`src/rtl/scancode_event_fifo.sv`:
```
// scancode_event_fifo: queues decoded PS/2 scancode events for the CPU.
// Events are captured on the receiver strobe. Each completed CPU read access
// (the falling edge of cpu_read) pops one event. An optional filter drops
// typematic repeats of a held key.
module scancode_event_fifo #(
    parameter int unsigned DEPTH_LOG2    = 4,
    parameter int unsigned FILTER_REPEAT = 1
) (
    input  logic                  clk,
    input  logic                  rst,
    input  logic                  scan_received,
    input  logic [7:0]            scancode,
    input  logic                  extended,
    input  logic                  released,
    input  logic                  cpu_read,
    input  logic                  clear,
    output logic [7:0]            head_scancode,
    output logic                  head_extended,
    output logic                  head_released,
    output logic                  not_empty,
    output logic                  overflow,
    output logic [DEPTH_LOG2:0]   count
);

    localparam int unsigned DEPTH = 1 << DEPTH_LOG2;
    localparam int unsigned CW    = DEPTH_LOG2 + 1;
    localparam int unsigned PW    = DEPTH_LOG2;

    typedef struct packed {
        logic       extended;
        logic       released;
        logic [7:0] code;
    } entry_t;

    entry_t          mem [DEPTH];
    logic [PW-1:0]   wp;
    logic [PW-1:0]   rp;
    logic            cpu_read_d;
    logic            last_valid;
    logic [8:0]      last_key;

    logic [8:0]      key;
    logic            full;
    logic            empty;
    logic            pop;
    logic            drop;
    logic            push_req;
    logic            do_push;
    logic            do_pop;
    entry_t          head;

    // Decode push/pop requests and how each is resolved this cycle
    always_comb begin
        key      = {extended, scancode};
        full     = (count == CW'(DEPTH));
        empty    = (count == '0);
        pop      = cpu_read_d & ~cpu_read;
        drop     = (FILTER_REPEAT != 0) & ~released & last_valid & (key == last_key);
        push_req = scan_received & ~drop;
        // A push into a full FIFO succeeds only if it coincides with a pop
        do_push  = push_req & ~clear & (~full | pop);
        do_pop   = pop & ~empty & ~clear;
    end

    // Pointers, occupancy, sticky overflow, repeat-filter state
    always_ff @(posedge clk or posedge rst) begin
        if (rst) begin
            wp         <= '0;
            rp         <= '0;
            count      <= '0;
            overflow   <= 1'b0;
            last_valid <= 1'b0;
            last_key   <= '0;
            cpu_read_d <= 1'b0;
        end else begin
            cpu_read_d <= cpu_read;
            if (clear) begin
                wp         <= '0;
                rp         <= '0;
                count      <= '0;
                overflow   <= 1'b0;
                last_valid <= 1'b0;
            end else begin
                if (do_push) begin
                    wp <= wp + PW'(1);
                end
                if (do_pop) begin
                    rp <= rp + PW'(1);
                end
                if (do_push && !do_pop) begin
                    count <= count + CW'(1);
                end else if (do_pop && !do_push) begin
                    count <= count - CW'(1);
                end
                if (push_req && full && !pop) begin
                    overflow <= 1'b1;
                end
                // Filter state follows only events that actually entered the FIFO
                if (do_push) begin
                    if (!released) begin
                        last_key   <= key;
                        last_valid <= 1'b1;
                    end else if (key == last_key) begin
                        last_valid <= 1'b0;
                    end
                end
            end
        end
    end

    // Event storage; contents need no reset because count gates the head
    always_ff @(posedge clk) begin
        if (do_push) begin
            mem[wp] <= '{extended: extended, released: released, code: scancode};
        end
    end

    // Head of queue, forced to zero while empty
    always_comb begin
        head          = mem[rp];
        not_empty     = ~empty;
        head_scancode = empty ? 8'h00 : head.code;
        head_extended = empty ? 1'b0  : head.extended;
        head_released = empty ? 1'b0  : head.released;
    end

endmodule

```
`config.mk`:
```
export PLATFORM = sky130hd
export DESIGN_NAME = scancode_event_fifo
export DESIGN_NICKNAME = d
export VERILOG_FILES = /design/src/rtl/scancode_event_fifo.sv
export SDC_FILE = /design/constraint.sdc
export NUM_CORES = 1
export LEC_CHECK = 0
export BUFFER_PORTS_ARGS = -buffer_cell sky130_fd_sc_hd__buf_2
export CORE_MARGIN = 8
export CORE_UTILIZATION = 42
export CTS_CLUSTER_DIAMETER = 100
export DETAILED_ROUTE_END_ITERATION = 6
export SLEW_MARGIN = 20
export SYNTH_ARGS = -nofsm -noshare
export SYNTH_HDL_FRONTEND = slang
export SYNTH_SLANG_ARGS = --single-unit
export TNS_END_PERCENT = 50
```
`constraint.sdc`:
```
create_clock -name clk -period 3.5 [get_ports clk]
set_input_delay 0.35 -clock clk [delete_from_list [all_inputs] [get_ports clk]]
set_output_delay 0.35 -clock clk [all_outputs]
set_load 0.02 [all_outputs]
```
; Word-level counts from Yosys, hierarchy flattened
; Memories as Yosys holds them, arrays and structs flattened.
; Index checks and enable logic that the tools add are counted.
[totals]
memories = 1
in_bits = 15
mem_bits_rw = 160
register_bits = 25
wordCells = 62
latchBits = 0
romBits = 0
[classes]
div_mod_pow = 0
addsub = 4
muxes = 18
n_shift = 0
n_reduce_logical = 14
eq_ne = 3
n_lt_le_gt_ge = 0
bitwise = 15
n_mul = 0
[mem_list]
columns = name, words, word_bits, rd, rd_ports_with_merged_regs, wr, line
row1 = mem, 16, 10, 1, 0, 1, 35  ; entry_t mem [DEPTH];
[ops]
columns = op, n
row1 = two-way mux 4 bit, 4
row2 = two-way mux 5 bit, 3
row3 = two-way mux 1 bit, 10
row4 = equality test 9 bit, 1
row5 = "adder 4 x 1 -> 4 bit, second input constant", 2
row6 = AND 1 bit, 8
row7 = two-way mux 8 bit, 1
row8 = NOT 1 bit, 6
row9 = nonzero test 2 bit, 3
row10 = "adder 5 x 1 -> 5 bit, second input constant", 1
row11 = "equality test 5 bit, second input constant", 1
row12 = zero test 5 bit, 1
row13 = "subtractor 5 x 1 -> 5 bit, second input constant", 1
row14 = logical AND 1 bit, 4
row15 = zero test 1 bit, 3
row16 = "!= test 3 x 1 -> 1 bit, second input constant", 1
row17 = AND reduction 3 bit, 1
row18 = nonzero test 3 bit, 1
row19 = AND reduction 2 bit, 1
row20 = OR 1 bit, 1

; Logic depth before layout (Yosys ltp)
[logic_depth]
depth_word = 12
mapped_depth = 11

; Worst setup path after synthesis
; OpenSTA, ideal clock, no wires.
[synth_path]
path_type = reg2reg
start = register count[0]
end = register count[4]
path_slack_ns = 0.506
t_arrival_ns = 2.912
path_buffers = 1
stages_incl_launch_ff = 12
cell_sequence = dfrtp_1 -> nor4_2 -> nand2b_2 -> and2_0 -> buf_2 -> or3_1 -> fa_1 -> a21o_1 -> a21o_1 -> nor4_1 -> mux2i_1 -> a31oi_1
[synth_via]
elab_chain_len = 8
word_cells_on_any_way = 18
cone_classes = add/sub: 2 / eq/ne: 1 / mux: 3 / bitwise: 6 / reduce/logical: 6
[synth_lines]
columns = element, line
row1 = start: declaration, 22  ; output logic [DEPTH_LOG2:0] count
row2 = start signal: assignment, 91  ; count <= count + CW'(1);
row3 = start signal: assignment, 93  ; count <= count - CW'(1);
row4 = branches (longest 8 deep; another with subtractor 5 x 1 -> 5 bit), -
; Several ways; the timed one is not identified. The select of a mux whose other input is x is not followed.
; A chain may end at the register's enable or synchronous reset.

; Final worst setup path
; Ends and elaborated chain as after synthesis.

==> flow_summary.yaml <==
timing:
  hold_violations: 0
  max_slew_margin_pct: 40.5
  rsz0062_at_grt: "false"
  holdWs_ns: 0.0540
  finClkSkew_ns: 0.00808
  period_share_pct: 90.3
  maxSlewViolCount: 0
  finalCriticalPeriod_ns: 3.16
  fmax_mhz: 316
  setup_violations: 0
  worst_pin_slew_ns: 0.886
  final.setup.tns_ns: 0
cts:
  cts_hold_buf: 1
  cts_tree: "built"
  cts.htree.levels: 4
  cts_inserted_buffers: 17
  root_buffer: "clkbuf_16"
  post_cts_buffers: 0
  cts-resized-gates: 0
  cts.clk_slew.worst_paths_ns: 0.07
  clk_latency_ns: 0.43
  numClockSinks: 185
  ctsLongestPathBuffers: 2
floorplanning:
  io_pins: 32
  die_area_sq_um: 23000
  die_w_um: 152
  start_util_pct: 42.9
  rows: 49
  die_h_um: 152
  core_area_sq_um: 18000
synth:
  ys_seq_area_share_pct: 70.4
  ys.warnings.count: 0
  synthTopCellsByArea: "edfxtp_1 62%, mux4_2 15%, dfrtp_1 8.1%, ha_1 1.5%, xor2_1 1.1%"
  syn_area_per_cell_sq_um: 19.2
  synthArstFlopShare_pct: 13.5
  netlist_instances: 402
  synth_flop_cell: "edfxtp_1"
  synth_top_cell_by_area: "edfxtp_1"
  syn_nets: 427
  synth_top_area_share_pct: 62.3
  synth_edf_count: 160
  syn_area_sq_um: 7710
  ys_types: 45
  synth_seq_cells: 185
run:
  maxCapViolCount: 0
global_route:
  overflow: 0
  grt_antenna_before_repair: 0
  grt_max_degree: 44
  grt_pass1_vias: 4030
  grt_use_total_pct: 15.4
  grt_pass1_wl_um: 25200
placement:
  io_buffers: 31
  gp_congestion: 0.772
  dp_hpwl_um: 10300
  placed_cell_area_sq_um: 8310
  dp_cells: 661
pwr:
  power.density_nw_per_um2: 611
  leakage_uw: 0.00299
  ir_drop_mv: 0.315
  p_total_uw: 5470
detailed_routing:
  drt_pre_antenna_iters: 4
  wl_per_cell_um: 23.8
  drc: 0
  wl_um: 16500
  vias: 3817
  drt-initial-drc-count: 312
  ant_nets: 0
  via_per_inst: 5.51
finish:
  nets: 477
  antenna_cells: 0
  area_delta_synth_final_pct: 16.0
  drive_above_1_share_pct: 33.4
  finalNonFillerCells: 693
  design_area_sq_um: 8940
critical_path:
  cp_slowest_cell: "nor4_2"
  reg2reg_depth: 10
  crit_required_ns: 3.85
  path_buf_inv: 0
  cp_cell_sequence: "nor4_2 -> nand2b_2 -> and2_0 -> or3_1 -> fa_1 -> a21o_1 -> a21o_1 -> nor4_1 -> mux2i_1 -> a31oi_1"
  endpoint_kind: "flop"
  critPathMaxFanout: 6
  crit_family: "simple AND/OR/NAND/NOR gates"
  worst-endpoint-arrival_ns: 3.51
  critPathLaunchType: "flop"
  rrSetupSlack_ns: 0.34
  critical_path_class: "reg -> reg"
  cp_common_cell: "a21o_1"
  timing.rr.end: "count[4]"
  rr_startpoint: "count[0]"
  max_stage_delay_ns: 0.51
hold_path:
  worstHoldPathType: "in -> reg"
  min_to: "cpu_read_d"
  hp-start: "cpu_read"
  min_path_cells: 1
outcome:
  status: "complete, no violations"
## state kept, by name (all words and copies together), names as in the netlist
| name | cells |
|---|---|
| mem | 160 |
| cpu_read_d | 1 |
| last_valid | 1 |
| last_key | 9 |
| overflow | 1 |
| rp | 4 |
| wp | 4 |
| count | 5 |
## metal layers
layer | global-route usage (%) | vias up | wire, um
met5 | 0 | - | 0
met2 | 24.8 | 100 | 8320
met4 | 4.70 | 0 | 103
met1 | 20.8 | 1980 | 7050
li1 | - | 1728 | -
met3 | 3.30 | 9 | 1060
## worst max-delay path by stage
stage	from	to	slack, ns	depth (start not counted)
after global placement	count[0]	count[4]	0.43	10
after detailed placement	count[0]	count[4]	0.33	10
after global routing	count[0]	count[4]	0.02	10
final	count[0]	count[4]	0.34	10
after CTS	count[0]	count[4]	0.31	10
after floorplan	count[0]	count[4]	0.51	11
## cell usage in the layout (no fill, tap or decap), types with 3 or more instances in the layout
cell         n
edfxtp_1   160
mux4_2      50
buf_2       31
dfrtp_1     23
buf_4       18
clkbuf_16   17
xor2_1      10
and2_1      10
inv_1        9
a21oi_1      9
ha_1         9
nor2_1       8
nor3_2       8
nand2b_1     7
mux2_1       6
nand2_1      6
nor4_2       5
nand3_1      5
or3_1        5
o21ai_0      5
nor3_1       4
mux2i_1      4
nor3_4       4
bufinv_16    4
a221oi_1     3
xnor2_1      3
nand4_1      3
clkinv_4     3
## layout make-up
class                           instances  area (sq um)
Tap cell                              229           287
Clock buffer                           19           433
Clock inverter                         12           175
Fill cell                            1479          9020
Sequential cell                       185          5430
Timing Repair Buffer                   52           340
Multi-Input combinational cell        187          2240
Inverter                                9          33.8
## cells by family after synthesis
kind of cell	after synthesis	share of synthesized area, %
AO/OA/AOI/OAI	24	1.90
XOR/XNOR	13	1.48
adder cells (fa/ha/maj)	10	1.72
buffers and inverters	30	1.95
flip-flops	185	70.4
multiplexers	61	16.1
AND/OR/NAND/NOR	79	6.39
## power by group
part	total, uW	internal (uW)	leakage (uW)	switching [uW]
Combinational	949	412	0.000943	537
Sequential	2540	2480	0.00176	62.3
Clock	1980	1190	0.000292	787
## through the flow
| step | utilization, % | setup slack [ns] |
|---|---|---|
| after floorplan | - | 0.506 |
| after global placement | 46.2 | 0.426 |
| after detailed placement | 46.2 | 0.330 |
| after CTS | 49.7 | 0.307 |
| after global routing | 49.8 | 0.0180 |
| final | 49.8 | 0.340 |
## synthesized netlist by cell type (2+ instances only)
cell type	instances
nor3b_2	2
or3_1	5
a21o_1	2
nand4_1	3
and3_1	2
a21oi_1	9
mux2_1	6
nand3_1	5
xor2_1	10
buf_6	4
a221oi_1	3
ha_1	9
buf_2	3
inv_1	9
nor3_1	16
mux4_2	50
edfxtp_1	160
xnor2_1	3
nor2_1	8
and2_1	10
a31oi_1	2
nor4_1	5
o21ai_0	5
mux2i_1	4
dfrtp_1	25
clkbuf_1	12
nand2_1	6
nand2b_1	7
Note: power is estimated with default switching activity, not from simulation.
